**src/rtl/hls_run_ctrl.sv**
```systemverilog
// Job sequencer for an ap_ctrl_hs kernel: issues cfg_num_runs invocations, checks the
// output-stream beat count and last framing of every run, and guards each run with a watchdog.
module hls_run_ctrl #(
  parameter int RUN_W  = 16,
  parameter int BEAT_W = 32,
  parameter int TMO_W  = 20
) (
  input  logic              ap_clk,
  input  logic              ap_rst_n,
  input  logic              cfg_start,
  input  logic [RUN_W-1:0]  cfg_num_runs,
  input  logic [BEAT_W-1:0] cfg_beats,
  input  logic [TMO_W-1:0]  cfg_timeout,
  input  logic              cfg_abort,
  output logic              k_ap_start,
  input  logic              k_ap_ready,
  input  logic              k_ap_done,
  input  logic              k_ap_idle,
  input  logic              mon_vld,
  input  logic              mon_ack,
  input  logic              mon_last,
  output logic              busy,
  output logic              done_pulse,
  output logic              error,
  output logic [1:0]        err_code,
  output logic [RUN_W-1:0]  runs_done
);

  typedef enum logic [2:0] {
    S_IDLE,
    S_START,
    S_RUN,
    S_NEXT,
    S_FINISH,
    S_ERR
  } state_t;

  localparam logic [1:0] ERR_NONE = 2'd0;
  localparam logic [1:0] ERR_BEAT = 2'd1;
  localparam logic [1:0] ERR_TMO  = 2'd2;
  localparam logic [1:0] ERR_CFG  = 2'd3;

  state_t            state, state_n;
  logic [RUN_W-1:0]  num_runs_q;
  logic [BEAT_W-1:0] beats_q;
  logic [TMO_W-1:0]  tmo_q;
  logic [BEAT_W-1:0] beat_cnt, beat_cnt_n, beats_after;
  logic [TMO_W-1:0]  wdog, wdog_n;
  logic              done_hold, done_hold_n;
  logic              k_ap_start_n;
  logic [1:0]        err_code_n;
  logic [RUN_W-1:0]  runs_done_n, runs_inc;
  logic              cfg_load;
  logic              beat, beat_err, all_beats, done_eff, wdog_hit, in_run_phase;

  // Watchdog never wraps, so a disabled (zero) limit simply parks it at all-ones.
  function automatic logic [TMO_W-1:0] wdog_sat_inc(input logic [TMO_W-1:0] v);
    return (&v) ? v : v + TMO_W'(1);
  endfunction

  // A beat is malformed if it overruns the run, or if last disagrees with "this is the final beat".
  function automatic logic beat_malformed(input logic [BEAT_W-1:0] idx,
                                          input logic [BEAT_W-1:0] total,
                                          input logic              last);
    if (idx >= total) return 1'b1;
    return (idx == total - BEAT_W'(1)) != last;
  endfunction

  assign beat         = mon_vld & mon_ack;
  assign beat_err     = beat & beat_malformed(beat_cnt, beats_q, mon_last);
  assign beats_after  = beat ? beat_cnt + BEAT_W'(1) : beat_cnt;
  assign all_beats    = (beats_after == beats_q);
  assign done_eff     = k_ap_done | done_hold;
  assign wdog_hit     = (tmo_q != '0) && !beat && (wdog_sat_inc(wdog) == tmo_q);
  assign runs_inc     = runs_done + RUN_W'(1);
  assign in_run_phase = (state == S_START) || (state == S_RUN);

  always_ff @(posedge ap_clk or negedge ap_rst_n) begin
    if (!ap_rst_n) state <= S_IDLE;
    else           state <= state_n;
  end

  always_comb begin
    state_n      = state;
    beat_cnt_n   = beat_cnt;
    wdog_n       = wdog;
    done_hold_n  = done_hold;
    err_code_n   = err_code;
    runs_done_n  = runs_done;
    cfg_load     = 1'b0;
    k_ap_start_n = 1'b0;

    case (state)
      S_IDLE, S_ERR: begin
        if (cfg_start) begin
          if (cfg_num_runs == '0 || cfg_beats == '0) begin
            state_n    = S_ERR;
            err_code_n = ERR_CFG;
          end else begin
            state_n     = S_START;
            cfg_load    = 1'b1;
            err_code_n  = ERR_NONE;
            runs_done_n = '0;
          end
        end
      end
      S_START: begin
        if (cfg_abort) begin
          state_n = S_IDLE;
        end else if (beat_err) begin
          state_n    = S_ERR;
          err_code_n = ERR_BEAT;
        end else if (wdog_hit) begin
          state_n    = S_ERR;
          err_code_n = ERR_TMO;
        end else if (k_ap_start && k_ap_ready) begin
          // A done coincident with ready belongs to this run; keep it for RUN to judge.
          state_n     = S_RUN;
          done_hold_n = k_ap_done;
        end
      end
      S_RUN: begin
        if (cfg_abort) begin
          state_n = S_IDLE;
        end else if (beat_err) begin
          state_n    = S_ERR;
          err_code_n = ERR_BEAT;
        end else if (done_eff) begin
          state_n = all_beats ? S_NEXT : S_ERR;
          if (!all_beats) err_code_n = ERR_BEAT;
        end else if (wdog_hit) begin
          state_n    = S_ERR;
          err_code_n = ERR_TMO;
        end
      end
      S_NEXT: begin
        if (cfg_abort) begin
          state_n = S_IDLE;
        end else begin
          runs_done_n = runs_inc;
          state_n     = (runs_inc == num_runs_q) ? S_FINISH : S_START;
        end
      end
      S_FINISH: state_n = S_IDLE;
      default:  state_n = S_IDLE;
    endcase

    // Per-run counters restart whenever a run phase is (re)entered.
    if ((state_n == S_START || state_n == S_RUN) && state_n != state) begin
      wdog_n = '0;
    end else if (in_run_phase) begin
      wdog_n = beat ? '0 : wdog_sat_inc(wdog);
    end

    if (state_n == S_START && state != S_START) begin
      beat_cnt_n  = '0;
      done_hold_n = 1'b0;
    end else if (in_run_phase && beat) begin
      beat_cnt_n = beat_cnt + BEAT_W'(1);
    end

    // ap_start rises only once the kernel reports idle, then holds until ready.
    if (state == S_START && state_n == S_START) begin
      k_ap_start_n = k_ap_start | k_ap_idle;
    end
  end

  always_ff @(posedge ap_clk or negedge ap_rst_n) begin
    if (!ap_rst_n) begin
      num_runs_q <= '0;
      beats_q    <= '0;
      tmo_q      <= '0;
      beat_cnt   <= '0;
      wdog       <= '0;
      done_hold  <= 1'b0;
      k_ap_start <= 1'b0;
      busy       <= 1'b0;
      done_pulse <= 1'b0;
      error      <= 1'b0;
      err_code   <= ERR_NONE;
      runs_done  <= '0;
    end else begin
      if (cfg_load) begin
        num_runs_q <= cfg_num_runs;
        beats_q    <= cfg_beats;
        tmo_q      <= cfg_timeout;
      end
      beat_cnt   <= beat_cnt_n;
      wdog       <= wdog_n;
      done_hold  <= done_hold_n;
      k_ap_start <= k_ap_start_n;
      busy       <= (state_n != S_IDLE) && (state_n != S_ERR);
      done_pulse <= (state_n == S_FINISH);
      error      <= (state_n == S_ERR);
      err_code   <= err_code_n;
      runs_done  <= runs_done_n;
    end
  end

endmodule

```
**config.mk**
```make
export PLATFORM = sky130hd
export DESIGN_NAME = hls_run_ctrl
export DESIGN_NICKNAME = d
export VERILOG_FILES = /design/src/rtl/hls_run_ctrl.sv
export SDC_FILE = /design/constraint.sdc
export NUM_CORES = 1
export LEC_CHECK = 0
export BUFFER_PORTS_ARGS = -buffer_cell sky130_fd_sc_hd__buf_4
export CAP_MARGIN = 20
export CORE_ASPECT_RATIO = 0.7
export CORE_MARGIN = 2
export CORE_UTILIZATION = 66
export DETAILED_ROUTE_END_ITERATION = 6
export HOLD_SLACK_MARGIN = 0.1
export PLACE_DENSITY = 0.93
export RECOVER_POWER = 50
export SLEW_MARGIN = 5
export SYNTH_ARGS = -nofsm -noshare
export SYNTH_HDL_FRONTEND = slang
export SYNTH_SLANG_ARGS = --single-unit
```
**constraint.sdc**
```tcl
create_clock -name ap_clk -period 5.8 [get_ports ap_clk]
set_clock_uncertainty 0.2 [all_clocks]
set_input_delay 0.58 -clock ap_clk [delete_from_list [all_inputs] [get_ports ap_clk]]
set_output_delay 0.58 -clock ap_clk [all_outputs]
set_load 0.005 [all_outputs]
```
After elaboration in Yosys (flattened, before gate mapping)
Cells that the tools add are included.
W data, S select, Z words.
{"block": "classes", "addsub": 4, "n_lt_le_gt_ge": 1, "eq_ne": 25, "n_mux": 48, "bitwise_logic": 4, "reduce_logical": 28}
{"operator": "$mux W32", "count": 3}
{"operator": "$mux W20", "count": 4}
{"operator": "$eq A32 B32 Y1", "count": 2}
{"operator": "$mux W16", "count": 3}
{"operator": "$mux W3", "count": 13}
{"operator": "$add A32 B1 Y32 const B", "count": 1}
{"operator": "$ge A32 B32 Y1", "count": 1}
{"operator": "$logic_not A32 Y1", "count": 1}
{"operator": "$pmux W16 S2", "count": 1}
{"operator": "$sub A32 B1 Y32 const B", "count": 1}
{"operator": "$add A20 B1 Y20 const B", "count": 1}
{"operator": "$eq A20 B20 Y1", "count": 1}
{"operator": "$reduce_and A20 Y1", "count": 1}
{"operator": "$reduce_bool A20 Y1", "count": 1}
{"operator": "$mux W2", "count": 9}
{"operator": "$add A16 B1 Y16 const B", "count": 1}
{"operator": "$eq A16 B16 Y1", "count": 1}
{"operator": "$logic_not A16 Y1", "count": 1}
{"operator": "$mux W1", "count": 13}
{"operator": "$pmux W3 S4", "count": 1}
{"operator": "$ne A2 B2 Y1 const B", "count": 5}
{"operator": "$reduce_and A5 Y1", "count": 2}
{"operator": "$reduce_bool A2 Y1", "count": 5}
{"operator": "$eq A3 B2 Y1 const B", "count": 3}
{"operator": "18 further kinds", "count": 35}
{"block": "totals", "ff_bits": 146, "input_bits": 78, "output_inout_bits": 22}

Depth between registers and ports, before layout
{"block": "logic_depth", "word_depth": 13, "depth_mapped": 15}

Least setup slack after synthesis
No wires, ideal clock.
{"block": "synth_timing", "path_kind": "register to register", "startpoint": "register beats_q[1]", "endpoint": "register wdog[0]", "setup_time_ns": 0.156, "arrival_ns": 3.610, "required_ns": 5.444, "setup_slack_ns": 1.834, "stages_incl_launch_ff": 16, "path_buffers": 3, "path_cell_list": "dfrtp_1 -> inv_1 -> ha_1 -> or3b_1 -> buf_2 -> nor3_1 -> or4_1 -> a211oi_1 -> nand4_1 -> or4_1 -> or3_4 -> and3_1 -> buf_6 -> o31ai_4 -> buf_6 -> a41oi_2"}
{"block": "synth_via", "elab_chain_len": 12, "word_cells_on_any_way": 22, "cone_classes": "add/sub (1); order compare (1); eq/ne (6); mux (10); bitwise (1); reduce/logical (3)"}
{"element": "start: declaration", "line_no": "45", "source": "logic [BEAT_W-1:0] beats_q;"}
{"element": "start signal: assignment", "line_no": "185", "source": "beats_q <= cfg_beats;"}
{"element": "$sub A32 B1 Y32", "line_no": "66", "source": "return (idx == total - BEAT_W'(1)) != last;"}
{"element": "$eq A32 B32 Y1", "line_no": "66"}
{"element": "$ne A1 B1 Y1", "line_no": "66"}
{"element": "$mux W1", "line_no": "66"}
{"element": "$and A1 B1 Y1", "line_no": "70", "source": "assign beat_err = beat & beat_malformed(beat_cnt, beats_q, mon_last);"}
{"element": "$mux W3, on equally long branches", "line_no": "125, 110"}
{"element": "$mux W3, on equally long branches", "line_no": "123, 108"}
{"element": "$pmux W3 S4 (*)", "line_no": "93", "source": "case (state)"}
{"element": "$eq A3 B1 Y1 or $eq A3 B2 Y1 (tied branches)", "line_no": "149", "source": "if ((state_n == S_START || state_n == S_RUN) && state_n != state) begin"}
{"element": "$logic_or A1 B1 Y1", "line_no": "149"}
{"element": "$logic_and A1 B1 Y1 (*)", "line_no": "149"}
{"element": "$mux W20 or $reduce_bool A2 Y1 (tied branches)"}
{"element": "end signal: assignment", "line_no": "189", "source": "wdog <= wdog_n;"}
{"element": "end: declaration", "line_no": "48", "source": "logic [TMO_W-1:0] wdog, wdog_n;"}
Mark *: on every way between the ends. The rest lies on a longest branch, timed or not.
A chain may end at the register's enable or synchronous reset.

Worst setup path after layout
{"block": "layout_timing", "startpoint": "register beat_cnt[1]", "endpoint": "register error"}
{"block": "layout_via", "elab_chain_len": 9, "word_cells_on_any_way": 17, "cone_classes": "add/sub (1); order compare (1); eq/ne (4); mux (10); bitwise (1)"}
{"element": "start: declaration", "line_no": "47", "source": "logic [BEAT_W-1:0] beat_cnt, beat_cnt_n, beats_after;"}
{"element": "start signal: assignment", "line_no": "188", "source": "beat_cnt <= beat_cnt_n;"}
{"element": "$add A32 B1 Y32", "line_no": "71", "source": "assign beats_after = beat ? beat_cnt + BEAT_W'(1) : beat_cnt;"}
{"element": "$mux W32", "line_no": "71"}
{"element": "$eq A32 B32 Y1", "line_no": "72", "source": "assign all_beats = (beats_after == beats_q);"}
{"element": "$mux W3", "line_no": "129", "source": "state_n = all_beats ? S_NEXT : S_ERR;"}
{"element": "$mux W3", "line_no": "128", "source": "end else if (done_eff) begin"}
{"element": "$mux W3", "line_no": "125", "source": "end else if (beat_err) begin"}
{"element": "$mux W3", "line_no": "123", "source": "if (cfg_abort) begin"}
{"element": "$pmux W3 S4 (*)", "line_no": "93"}
{"element": "net state_n[2]", "line_no": "43", "source": "state_t state, state_n;"}
{"element": "$eq A3 B3 Y1 (*)", "line_no": "194", "source": "error <= (state_n == S_ERR);"}
{"element": "end signal: assignment", "line_no": "194"}
{"element": "end: declaration", "line_no": "24", "source": "output logic error,"}
Mark *: on every way through the listed nets, which the timed path passes. The rest lies on a longest branch.

==> results by group <==
Critical path
  – R2R Path Start: beat_cnt[1]
  – R2r setup slk: 0.48 ns
  – CP Max Fanout: 34
  – Worst EP arrival: around 5.5 ns
  – Crit path kind: flip-flop to flip-flop
  – Worst reg2reg path endpoint: error
  – FF-to-FF path depth: 13
  – CP Launch Point: beat_cnt[1]
  – Required @ worst endpoint: 5.93 ns
  – Crit path to: error
  – Nature of the critical path endpoint: flip-flop
  – CP Launch Type: flip-flop

Finish
  – Layout cell share with drive strength beyond 1: 0.1641
  – Area Growth Syn to Fin: 11.91%
  – Antenna Cells: 0
  – Most common cell after layout, fill and taps aside: dfrtp_1
  – Filler cells: 1235
  – Post-route insts no fill: 1620
  – Most frequent cells in the layout: 146 x dfrtp_1, 117 x nand2_1, 87 x o21ai_0, 87 x buf_4, 73 x nor2_1
  – Final nets: 1490

STA
  – Min Clock Period, post-route: 5.324 ns
  – Unrepaired setup endpoints after global routing: no
  – Normalized max-slew margin: -1.492
  – Max-slew violations: 84
  – Tcrit/Tclk final: 0.9179
  – Fin Hold WS: between 0.1 and 0.15 ns
  – Least-Margin Pin Slew: ~3.7 ns
  – Endpoints failing hold: 0
  – Final worst setup slack: between 0.4 and 0.5 ns
  – Setup violations, final: 0
  – Fin Setup TNS: 0 ns
  – Max Clk Rate: 0.1878 GHz

Pwr
  – PD cells: ~420 nW/um^2
  – VDD IR max: about 0.00027 V
  – Leakage power: approximately 5.2 nW
  – Final Power: 5.323 mW

Die
  – Core ar.: 17070 um^2
  – Die Y-Extent: approximately 110 um
  – Die area: 18440 um^2
  – Starting Density: 0.6712
  – Width of the die: around 160 um
  – Io pins: 100
  – Rows: 40

Synthesis
  – Synth warnings: 0
  – Cell area after synthesis: 11450 um^2
  – Synth Area per Inst: 8.626 um^2
  – Post-synthesis sequential area ratio: 0.3190
  – Post-synth EDFFs: 0
  – Net Count, Synth: around 1.4k
  – Synth Register Bits: 146
  – Fraction of registers with async set or reset after synthesis: 1.000
  – Cell count after synthesis: 1328
  – Main synth FF type: dfrtp_1
  – Netlist cell types: 84

Route
  – WL per Instance: 22.94 um
  – DRT Pass-1 Iters: 7
  – Vias: 11.65k
  – # DRC: 2
  – Via-to-Cell Ratio: 7.194
  – Final WL: 37160 um
  – Initial DRC count: 1821
  – Final ANT Viol Nets: 0

Clocking
  – CTS buffer count: 17
  – Worst-skew pair later-pin latency: 0.44 ns
  – Root buffer cell: clkbuf_16
  – Depth of the CTS H-tree: 4
  – Clk sinks: 146
  – CTS clock-pin slew for the worst setup and hold paths: 0.07 ns
  – Max clock buf depth: 2
  – TritonCTS clock tree: yes
  – Post-CTS Setup Inserts: 0

Placed design
  – Count of input and output buffers: 99
  – DP Wirelength: between 20000 and 30000 um
  – GPL Wtd Cong: about 0.98
  – DP Cell Count: 1586
  – Place WS: ~0.71 ns

Flow run
  – Max cap viols: 1

Global routing
  – Initial antenna violation count: 2
  – First-pass GRT wire length: 58790 um
  – Total gr overflow: 0
  – GRT Overall Usage: 0.4048
  – Vias in the first global route: about 11k
  – Largest net degree at the start of global routing: ~100

Status
  – Outcome: finished with violations
  – Failing checks: DRC, capacitance limit, slew limit

Worst hold path
  – Hold Crit Class: input port to flip-flop
final cells by class:
class                           instances  area (um^2)  share of cell area
Clock buffer                           19        442.9             0.03455
Clock inverter                         13        138.9             0.01083
Inverter                               54        202.7             0.01581
Multi-Input combinational cell       1044         7219              0.5632
Sequential cell                       146         3654              0.2850
Tap cell                              231        289.0             0.02255
Timing Repair Buffer                  113        872.1             0.06803
critical path: stages, from the launching register on:
cell	delay (ns)
dfrtp_1	0.55
ha_1	0.34
nand3_1	0.33
or4_1	0.74
o31a_1	0.37
nor4_1	0.29
nor2_1	0.09
a2111oi_1	0.56
a21oi_1	0.14
a21oi_1	0.16
o211a_2	0.72
buf_4	0.47
inv_1	0.09
and2_1	0.14
cells in the mapped netlist, types with 4 or more instances:
master / instances / area (um^2)
a31oi_1: 46 / 287.8
nand4_1: 49 / 306.5
nor2b_1: 5 / 31.28
mux2i_1: 8 / 80.08
clkbuf_1: 53 / 198.9
a41oi_2: 20 / 325.3
a21o_1: 14 / 105.1
nand2b_1: 15 / 93.84
o211ai_1: 6 / 45.04
o22ai_1: 11 / 68.82
nor3_1: 46 / 230.2
o31ai_1: 12 / 90.09
o21ai_0: 87 / 435.4
ha_1: 36 / 450.4
a311oi_1: 4 / 35.03
dfrtp_1: 146 / 3654
mux2_2: 36 / 405.4
nor2_1: 73 / 274.0
a32oi_1: 7 / 61.31
nor4_1: 44 / 275.3
or2_2: 5 / 31.28
buf_2: 23 / 115.1
inv_1: 54 / 202.7
or4_1: 11 / 82.58
nand2_1: 117 / 439.2
nor3b_1: 6 / 45.04
a21oi_1: 49 / 245.2
or3_1: 9 / 56.30
and2_1: 19 / 118.9
nand4b_1: 4 / 35.03
and4_1: 11 / 96.34
xor2_1: 63 / 551.8
a211oi_1: 8 / 60.06
xnor2_1: 72 / 630.6
o211a_1: 4 / 40.04
and3_1: 21 / 131.4
nand3_1: 47 / 235.2
nor4_2: 5 / 62.56
a211o_1: 8 / 70.07
buf_6: 6 / 67.56
worst min path at each step:
stage	start	endpoint	slack, ns	cells past startpoint
floorplan	ap_rst_n	beat_cnt[0]	0.08	0
global placement	err_code[1]	err_code[1]	0.31	2
detailed placement	err_code[1]	err_code[1]	0.32	2
CTS	cfg_beats[7]	beats_q[7]	0.15	3
global route	cfg_beats[31]	beats_q[31]	0.17	3
finish	cfg_beats[7]	beats_q[7]	0.15	3
cell families after synthesis:
| logic type | after synthesis | share of synthesized area |
|---|---|---|
| XOR/XNOR | 136 | 0.1046 |
| adder cells (fa/ha/maj) | 36 | 0.03932 |
| AND/OR/NAND/NOR | 506 | 0.2402 |
| buffers and inverters | 138 | 0.05199 |
| flip-flops | 146 | 0.3190 |
| multiplexers | 44 | 0.04238 |
| AO/OA/AOI/OAI | 322 | 0.2025 |
report_power, final:
group,switching (mW),leakage [nW],internal [mW],total [mW]
clock network,0.509,0.283,0.618,1.13
registers,0.416,1.90,1.29,1.71
logic,1.53,2.98,0.961,2.49
timing repair:
item,4_1_cts,5_1_grt
hold endpoints to repair,82,0
gates resized for setup,0,0
endpoints found under the setup margin,0,0
hold buffers,1,0
stage by stage:
stage                 util  instance area, um^2
floorplan                -                11450
global placement    0.7145                12190
detailed placement  0.7154                12210
CTS                 0.7501                12800
global route        0.7511                12820
finish              0.7511                12820
sequential cells by signal, summed over array words and instances (netlist names), 2 cells and up:
register    count
beats_q        32
err_code        2
state           3
runs_done      16
num_runs_q     16
tmo_q          20
beat_cnt       32
wdog           20
metal layers:
metal / vias to the layer above / wire length [um] / track usage
met5: - / 13 / 0
met4: 2 / 1113 / 0.1137
met3: 152 / 5357 / 0.1199
met2: 962 / 15300 / 0.5815
met1: 5483 / 15370 / 0.5940
li1: 5055 / - / -
Power figures use the tool's default switching activity.
